===== src/rtl/simd_pem_reader.sv =====
// Read sequencer for the three-lane SIMD PEMs. It walks an address window on all lanes in lockstep,
// reading two consecutive words per lane per beat, and streams 48-bit beats through a 2-entry fall-through FIFO.
`timescale 1ns/1ps

module simd_pem_reader #(
    parameter int ADDR_W    = 4,
    parameter int DATA_W    = 8,
    parameter int MAX_BEATS = 8
) (
    input  logic                clk,
    input  logic                rst_n,
    input  logic                start,
    input  logic [ADDR_W-1:0]   base_addr,
    input  logic [3:0]          num_beats,
    output logic                busy,
    output logic                done,
    output logic                en_read,
    output logic [ADDR_W-1:0]   reg_read_addr1,
    output logic [ADDR_W-1:0]   reg_read_addr2,
    output logic [ADDR_W-1:0]   reg_read_addr3,
    output logic [ADDR_W-1:0]   reg_read_addr4,
    output logic [ADDR_W-1:0]   reg_read_addr5,
    output logic [ADDR_W-1:0]   reg_read_addr6,
    input  logic [DATA_W-1:0]   reg_read_data1,
    input  logic [DATA_W-1:0]   reg_read_data2,
    input  logic [DATA_W-1:0]   reg_read_data3,
    input  logic [DATA_W-1:0]   reg_read_data4,
    input  logic [DATA_W-1:0]   reg_read_data5,
    input  logic [DATA_W-1:0]   reg_read_data6,
    output logic                out_valid,
    input  logic                out_ready,
    output logic [6*DATA_W-1:0] out_data
);

    localparam int BEAT_W = 6 * DATA_W;

    typedef enum logic [1:0] {IDLE, ISSUE, DRAIN} state_t;

    state_t              state_q;
    logic [ADDR_W-1:0]   cur_addr_q;
    logic [ADDR_W-1:0]   addr_a_q;
    logic [ADDR_W-1:0]   addr_b_q;
    logic [3:0]          beats_left_q;
    logic                busy_q;
    logic                done_q;
    logic                inflight_q;
    logic [1:0]          count_q;
    logic [BEAT_W-1:0]   buf0_q;
    logic [BEAT_W-1:0]   buf1_q;

    logic [BEAT_W-1:0]   beat_in;
    logic                push;
    logic                pop;
    logic                issue;
    logic                drain_done;
    logic [2:0]          occ_after;
    logic [ADDR_W-1:0]   addr_a;
    logic [ADDR_W-1:0]   addr_b;

    function automatic logic [3:0] clamp_beats(input logic [3:0] n);
        if (n == 4'd0)
            return 4'd1;
        if (n > 4'(MAX_BEATS))
            return 4'(MAX_BEATS);
        return n;
    endfunction

    assign beat_in = {reg_read_data6, reg_read_data5, reg_read_data4,
                      reg_read_data3, reg_read_data2, reg_read_data1};

    // The read issued last cycle lands now; with an empty buffer it bypasses straight to the output.
    assign push      = inflight_q;
    assign out_valid = (count_q != 2'd0) || inflight_q;
    assign pop       = out_valid && out_ready;
    assign out_data  = (count_q != 2'd0) ? buf0_q : (inflight_q ? beat_in : '0);

    // Entries held after this cycle's capture and pop; a new read may only be issued if it will fit.
    assign occ_after  = {1'b0, count_q} + {2'b00, push} - {2'b00, pop};
    assign issue      = (state_q == ISSUE) && (occ_after < 3'd2);
    assign drain_done = (state_q == DRAIN) && (occ_after == 3'd0);

    assign addr_a  = issue ? cur_addr_q : addr_a_q;
    assign addr_b  = issue ? (cur_addr_q + ADDR_W'(1)) : addr_b_q;
    assign en_read = issue;
    assign busy    = busy_q;
    assign done    = done_q;

    assign reg_read_addr1 = addr_a;
    assign reg_read_addr2 = addr_b;
    assign reg_read_addr3 = addr_a;
    assign reg_read_addr4 = addr_b;
    assign reg_read_addr5 = addr_a;
    assign reg_read_addr6 = addr_b;

    always_ff @(posedge clk or negedge rst_n) begin
        if (!rst_n) begin
            state_q      <= IDLE;
            cur_addr_q   <= '0;
            addr_a_q     <= '0;
            addr_b_q     <= '0;
            beats_left_q <= 4'd0;
            busy_q       <= 1'b0;
            done_q       <= 1'b0;
            inflight_q   <= 1'b0;
            count_q      <= 2'd0;
        end else begin
            done_q     <= 1'b0;
            inflight_q <= issue;
            count_q    <= occ_after[1:0];
            if (issue) begin
                addr_a_q <= cur_addr_q;
                addr_b_q <= cur_addr_q + ADDR_W'(1);
            end
            case (state_q)
                IDLE: begin
                    if (start) begin
                        cur_addr_q   <= base_addr;
                        beats_left_q <= clamp_beats(num_beats);
                        busy_q       <= 1'b1;
                        state_q      <= ISSUE;
                    end
                end
                ISSUE: begin
                    if (issue) begin
                        cur_addr_q   <= cur_addr_q + ADDR_W'(2);
                        beats_left_q <= beats_left_q - 4'd1;
                        if (beats_left_q == 4'd1)
                            state_q <= DRAIN;
                    end
                end
                DRAIN: begin
                    if (drain_done) begin
                        done_q  <= 1'b1;
                        busy_q  <= 1'b0;
                        state_q <= IDLE;
                    end
                end
                default: state_q <= IDLE;
            endcase
        end
    end

    // Buffer payload carries no reset; out_data is forced to zero whenever nothing is valid.
    always_ff @(posedge clk) begin
        case ({push, pop})
            2'b10: begin
                if (count_q == 2'd0)
                    buf0_q <= beat_in;
                else
                    buf1_q <= beat_in;
            end
            2'b01: buf0_q <= buf1_q;
            2'b11: begin
                if (count_q == 2'd1) begin
                    buf0_q <= beat_in;
                end else if (count_q == 2'd2) begin
                    buf0_q <= buf1_q;
                    buf1_q <= beat_in;
                end
            end
            default: ;
        endcase
    end

endmodule

===== config.mk =====
export PLATFORM = sky130hd
export DESIGN_NAME = simd_pem_reader
export DESIGN_NICKNAME = d
export VERILOG_FILES = /design/src/rtl/simd_pem_reader.sv
export SDC_FILE = /design/constraint.sdc
export NUM_CORES = 1
export LEC_CHECK = 0
export CAP_MARGIN = 20
export CORE_UTILIZATION = 38
export DETAILED_ROUTE_END_ITERATION = 8
export SLEW_MARGIN = 20
export SYNTH_ARGS = -nofsm -noshare
export SYNTH_HDL_FRONTEND = slang
export SYNTH_SLANG_ARGS = --single-unit

===== constraint.sdc =====
create_clock -name clk -period 3.69 [get_ports clk]
set_input_delay 0.369 -clock clk [delete_from_list [all_inputs] [get_ports clk]]
set_output_delay 0.369 -clock clk [all_outputs]
set_load 0.02 [all_outputs]

==> impl_metrics.json <==
{
  "grt_pass1_wl_microns": 18700,
  "ios": 136,
  "antenna_left": 0,
  "drv_slew": 0,
  "rows": 43,
  "io_buffers": 135,
  "grt_antenna_before_repair": 0,
  "max_stage_delay_ns": 0.47,
  "crit_type": "reg -> out",
  "gp_congestion": 0.774,
  "async_flop_share": 0.193,
  "synth_xor_area_frac": 0.00783,
  "synth_top_family_by_area": "multiplexers",
  "peakVddDrop_v": 0.000980,
  "clk_pin_slew_worst_paths_ns": 0.05,
  "r2r-start": "count_q[1]$_DFF_PN0_",
  "syn_avg_cell_area_sq_um": 12.7,
  "ys_top_cells_by_area": "edfxtp_1 (52%), mux2_2 (11%), dfrtp_1 (10%), o21ai_0 (4.7%), inv_1 (3.9%)",
  "fillers": 1197,
  "grt_start_max_net_pins": 84,
  "clk_path_buf_depth": 2,
  "grt_overflow": 0,
  "fin_worst_skew_ns": 0.0123,
  "arrival_ns": 3.15,
  "dieArea_sq_um": 15200,
  "worstSetupStartpointType": "flop",
  "syn2layout_area_growth_pct": 36.6,
  "drive_gt1_frac": 0.203,
  "yosysSeqAreaShare": 0.618,
  "core_area_sq_um": 14100,
  "die_y_microns": 123,
  "ys.flop_type": "edfxtp_1",
  "grt_usage": 0.164,
  "path_cells": "inv_2, ha_4, nand2b_4, nand2_1, xnor2_1, ha_1, fa_2, nor3b_2, nand2_2, buf_12, mux2_2, dlygate4sd2_1",
  "finalWirelength_microns": 11600,
  "yosys-top-cells-count": "edfxtp_1 (96), inv_1 (58), mux2_2 (56), o21ai_0 (53), nand3_1 (35)",
  "dpl.hpwl_microns": 7700,
  "tns_ns": 0,
  "synth_area_sq_um": 5590,
  "yosys.area_share.simple": 0.0749,
  "netlist_instances": 440,
  "synth_compound_area_frac": 0.0732,
  "critPathSlowestCell": "fa_2",
  "reg2reg_to": "cur_addr_q[2]$_DFFE_PN0P_",
  "crit_fanout": 6,
  "hold_viol_final": 0,
  "fin_crit_sh": 0.953,
  "cts_buffers": 17,
  "via_count": 3734,
  "dieWidth_microns": 123,
  "fmax_mhz": 284,
  "crit_family": "adder cells",
  "root_buffer": "clkbuf_16",
  "ys_types": 47,
  "synth_nets": 509,
  "cp_num_buf_inv": 3,
  "rsz0062_at_grt": "no",
  "reg2reg_depth": 10,
  "worstPathRequired_ns": 3.32,
  "insertion_delay_ns": 0.41,
  "synthAdderAreaFrac": 0.0215,
  "clock-sinks": 119,
  "drc": 0,
  "vias_per_cell": 4.87,
  "slew_headroom": 0.515,
  "synth_top_area_frac": 0.515,
  "first_iter_violations": 215,
  "hp-class": "in -> async",
  "synth.most_common_cell": "edfxtp_1",
  "first_pass_iters": 4,
  "wire_per_inst_microns": 15.2,
  "synth.area.mux_share": 0.123,
  "nNetsFinal": 642,
  "synth_area_leader_cell": "edfxtp_1",
  "antenna_cells": 0,
  "cts_tree": "yes",
  "ys.warnings.count": 0,
  "start_util": 0.397,
  "synth_edf_count": 96,
  "timing.final.crit_period_ns": 3.52,
  "synth_seq_cells": 119,
  "r2r_slack_ns": 0.98,
  "final_util": 0.542,
  "setup-violations-final": 0,
  "status": "finished, final reports clean",
  "path_depth": 12,
  "startpoint": "count_q[1]$_DFF_PN0_",
  "drv_cap": 0,
  "power_leakage_nw": 2.95,
  "tightestPinTransition_ns": 0.728,
  "grt_pass1_vias": 3767,
  "cts_max_level": 4,
  "powerDensity_nw_per_um2": 1030,
  "end_kind": "output port"
}
[kinds of logic (layout without fill, tap and decap cells)]
| family | count (synthesis) | after routing |
|---|---|---|
| DFF | 119 | 119 |
| buffers and inverters | 96 | 242 |
| and+or+nand+nor | 79 | 79 |
| AOI/OAI and AO/OA | 71 | 71 |
| muxes | 61 | 61 |
| adders and majority gates | 9 | 9 |
| xor gates and xnor gates | 5 | 5 |
[worst reg2reg max path, cell delays in order (launching register included)]
cell and delay [ns]:
dfrtp_1 0.39, inv_2 0.11, ha_4 0.16, nand2b_4 0.07, nand2_1 0.09, xnor2_1 0.12, ha_1 0.19, fa_2 0.47
or3b_4 0.42, o21ai_4 0.26, mux2_4 0.33
[state kept, by name, indices dropped and copies added, names as in the netlist]
name          count
buf0_q           48
buf1_q           48
addr_a_q          4
addr_b_q          4
beats_left_q      4
cur_addr_q        4
count_q           2
state_q           2
busy              1
done              1
inflight_q        1
[what timing repair did]
action                                  4_1_cts  5_1_grt
buffers inserted                              2        1
endpoints found under the setup margin       24       25
endpoints found under the hold margin         0       23
pin swaps                                     1        1
resized for setup                            27       12
hold buffers                                  0        1
[layer usage]
metal | GRT usage | vias to the layer above | share of wire | wire length [microns]
li1 | - | 1809 | - | -
met1 | 0.203 | 1794 | 0.44 | 5150
met2 | 0.265 | 120 | 0.48 | 5550
met3 | 0.0572 | 11 | 0.068 | 794
met4 | 0.0565 | 0 | 0.012 | 142
met5 | 0 | - | 0 | 0
[cell usage in the layout, fill, tap and decap left out, drive strengths merged, types with 2 or more instances in the layout]
master,netlist,final
a21oi,4,4
a311oi,3,3
and2,2,2
buf,25,17
bufinv,0,2
clkbuf,13,17
clkdlybuf4s15,0,9
clkdlybuf4s50,0,110
clkinv,0,10
clkinvlp,0,3
dfrtp,23,23
dlygate4sd2,0,15
edfxtp,96,96
ha,8,8
inv,58,58
mux2,58,58
mux2i,3,3
nand2,23,23
nand2b,4,4
nand3,36,36
nor2,3,3
nor3b,2,2
o211ai,2,2
o21ai,54,54
or3b,2,2
xnor2,4,4
[report_power, final]
part,leakage (nW),internal [W],switching [W]
Combinational,1.50,0.00183,0.00230
Sequential,1.18,0.00203,0.000166
Clock,0.273,0.000980,0.000572
[worst max-delay path by stage]
stage,to,slack (ns)
5_1_grt,reg_read_addr1[2],0.01
3_3_place_gp,reg_read_addr2[2],0.17
6_report,reg_read_addr1[3],0.17
4_1_cts,reg_read_addr3[2],0.02
2_1_floorplan,reg_read_addr4[2],0.19
3_5_place_dp,reg_read_addr2[2],0.12
[through the flow]
step	power (W)	setup slack, ns	std cells	instance area (sq um)	hold WS, ns
finish	0.00787	0.172	766	7640	0.469
global route	0.00836	0.0118	766	7640	0.504
CTS	0.00793	0.0210	764	7610	0.522
detailed placement	0.00653	0.124	730	7060	0.511
global placement	0.00648	0.173	730	7060	0.503
floorplan	0.00489	0.188	440	5590	0.0734
[area by class of cell]
class / instances / area [sq um] / area share
repair buffers: 152 / 1480 / 0.194
well taps: 180 / 225 / 0.0295
flip-flops and latches: 119 / 3460 / 0.453
inverters: 58 / 218 / 0.0285
multi-input cells: 225 / 1700 / 0.222
clock buffers: 17 / 425 / 0.0557
clock inverters: 15 / 138 / 0.0180
No activity file was read; power rests on OpenSTA's default activity.
==> RTL edit (config.mk and constraints unchanged) <==
Encoding of `state_t`: now one-hot (3 bits for 3 states).
--- a/src/rtl/simd_pem_reader.sv
+++ b/src/rtl/simd_pem_reader.sv
@@ -34,7 +34,7 @@
 
     localparam int BEAT_W = 6 * DATA_W;
 
-    typedef enum logic [1:0] {IDLE, ISSUE, DRAIN} state_t;
+    typedef enum logic [2:0] {IDLE = 3'b001, ISSUE = 3'b010, DRAIN = 3'b100} state_t;
 
     state_t              state_q;
     logic [ADDR_W-1:0]   cur_addr_q;
Behaviour: no difference found for any inputs over 4 cycles, from zero or initial values and one cycle with rst_n low; so few cycles prove little.
==> RTL edit against the original RTL <==
Via count grew 3.0%. Critical path depth up 1. Area after synthesis rose by 0.54%. Sequential cell count grew 1. Total power is 15% lower. Worst setup slack worse by 25 ps. Synthesized cell count rose by 3.6%. Final area grew 0.21%. Sequential power decreased by 4%. Routed wire length grew 3.8%.
==> RTL edit: results <==
status:
  status: "finished clean"
synth:
  synthMuxAreaShare_pct: 11.0
  syn_inst: 456
  async_reset_ff_share_pct: 20.0
  yosysUniqueCellTypes: 45
  synth_compound_area_share_pct: 7.74
  synth_common_cells: "edfxtp_1 (96), o21ai_0 (56), inv_1 (55)"
  synth_seq_area_share_pct: 62.0
  synth_nets: 525
  synth_area_leaders: "edfxtp_1 (51%), dfrtp_1 (10%), mux2_2 (9.0%)"
grt:
  grt_use_met1_pct: 21.3
  met3_usage_pct: 4.76
  grt_max_degree: 86
  grt_pass1_vias: 3774
  grt_pass1_wl_um: 19200
  track_usage_pct: 16.9
placed_design:
  dp_cells: 747
  pre_cts_ws_ps: -26.5
  dpl-instance-area_um2: 7100
  dpl.hpwl_um: 7780
  gp_routability_congestion: 0.768
worst_setup_path:
  r2r-start: "count_q[0]"
  rr_worst_depth: 13
  r2r_end: "addr_a_q[1]"
  reg2reg_slack_ps: 970
  cp.arrival_ps: 3170
  path_max_fanout: 5
drt:
  drt-total-wl_um: 12100
  firstDrtPassIters: 5
  wl_met1_um: 5240
  wl_met3_um: 840
  routed_via_density: 4.91
  drt_iter0_markers: 285
final_layout:
  layout-drive-gt1-share_pct: 19.2
  final_cells: 783
  final_nets: 656
  fill_cells: 1258
timing:
  whs_ps: 498
  layout_setup_ws_ps: 146
  slew_headroom_pct: 51.6
  finClkSkew_ps: 8.62
power_and_ir_drop:
  leakagePower_uw: 0.00293
  ir_drop_mv: 0.465
min_path:
  hold_path_class: "input pin to flip-flop"
## RTL edit: cell types whose count changed after synthesis, moves of 3 or more
cell,before,now
mux2_2,56,45
mux2_1,1,8
a21oi_1,4,10
nor2_1,3,8
nand2_1,22,26
nand3_1,35,39
a311oi_1,3,0
buf_1,0,3
inv_1,58,55
nand3b_1,1,4
o21ai_0,53,56
## RTL edit: worst max-delay path, stage by stage, from the launching register on
cell and delay, ps:
dfrtp_1 390, inv_2 70, ha_2 210, nand2b_4 90, nand2_1 70, nand2_1 80
nand2_1 50, ha_1 190, fa_2 360, xnor2_1 170, nor3_2 250, buf_6 170
mux2_1 380, clkdlybuf4s15_1 310
## RTL edit: worst max-delay path by stage
| stage | depth (start not counted) | endpoint | from |
|---|---|---|---|
| 2_1_floorplan | 12 | reg_read_addr4[0] | count_q[1] |
| 3_3_place_gp | 11 | reg_read_addr2[0] | out_ready |
| 3_5_place_dp | 11 | reg_read_addr4[0] | out_ready |
| 4_1_cts | 14 | reg_read_addr4[2] | count_q[0] |
| 5_1_grt | 14 | reg_read_addr2[3] | count_q[0] |
| 6_report | 13 | reg_read_addr2[1] | count_q[0] |
## RTL edit: repair_timing
item | in CTS | in global routing
gates resized for setup | 46 | 25
gates cloned | 0 | 1
buffers inserted | 2 | 1
endpoints found under the setup margin | 24 | 25
hold endpoints to repair | 23 | 0
hold buffers | 1 | 0
## RTL edit: layout make-up
class                   instances  area share [%]
flip-flops and latches        120            45.5
multi-input cells             241            22.7
repair buffers                152            19.0
clock buffers                  20            5.70
well taps                     184            3.01
inverters                      55            2.70
clock inverters                11            1.40
## RTL edit: power by group
part	leakage [uW]	switching, uW	internal, uW
sequential	0.00118	161	1960
clock	0.000268	553	976
combinational	0.00148	1740	1290
total	0.00293	2460	4230
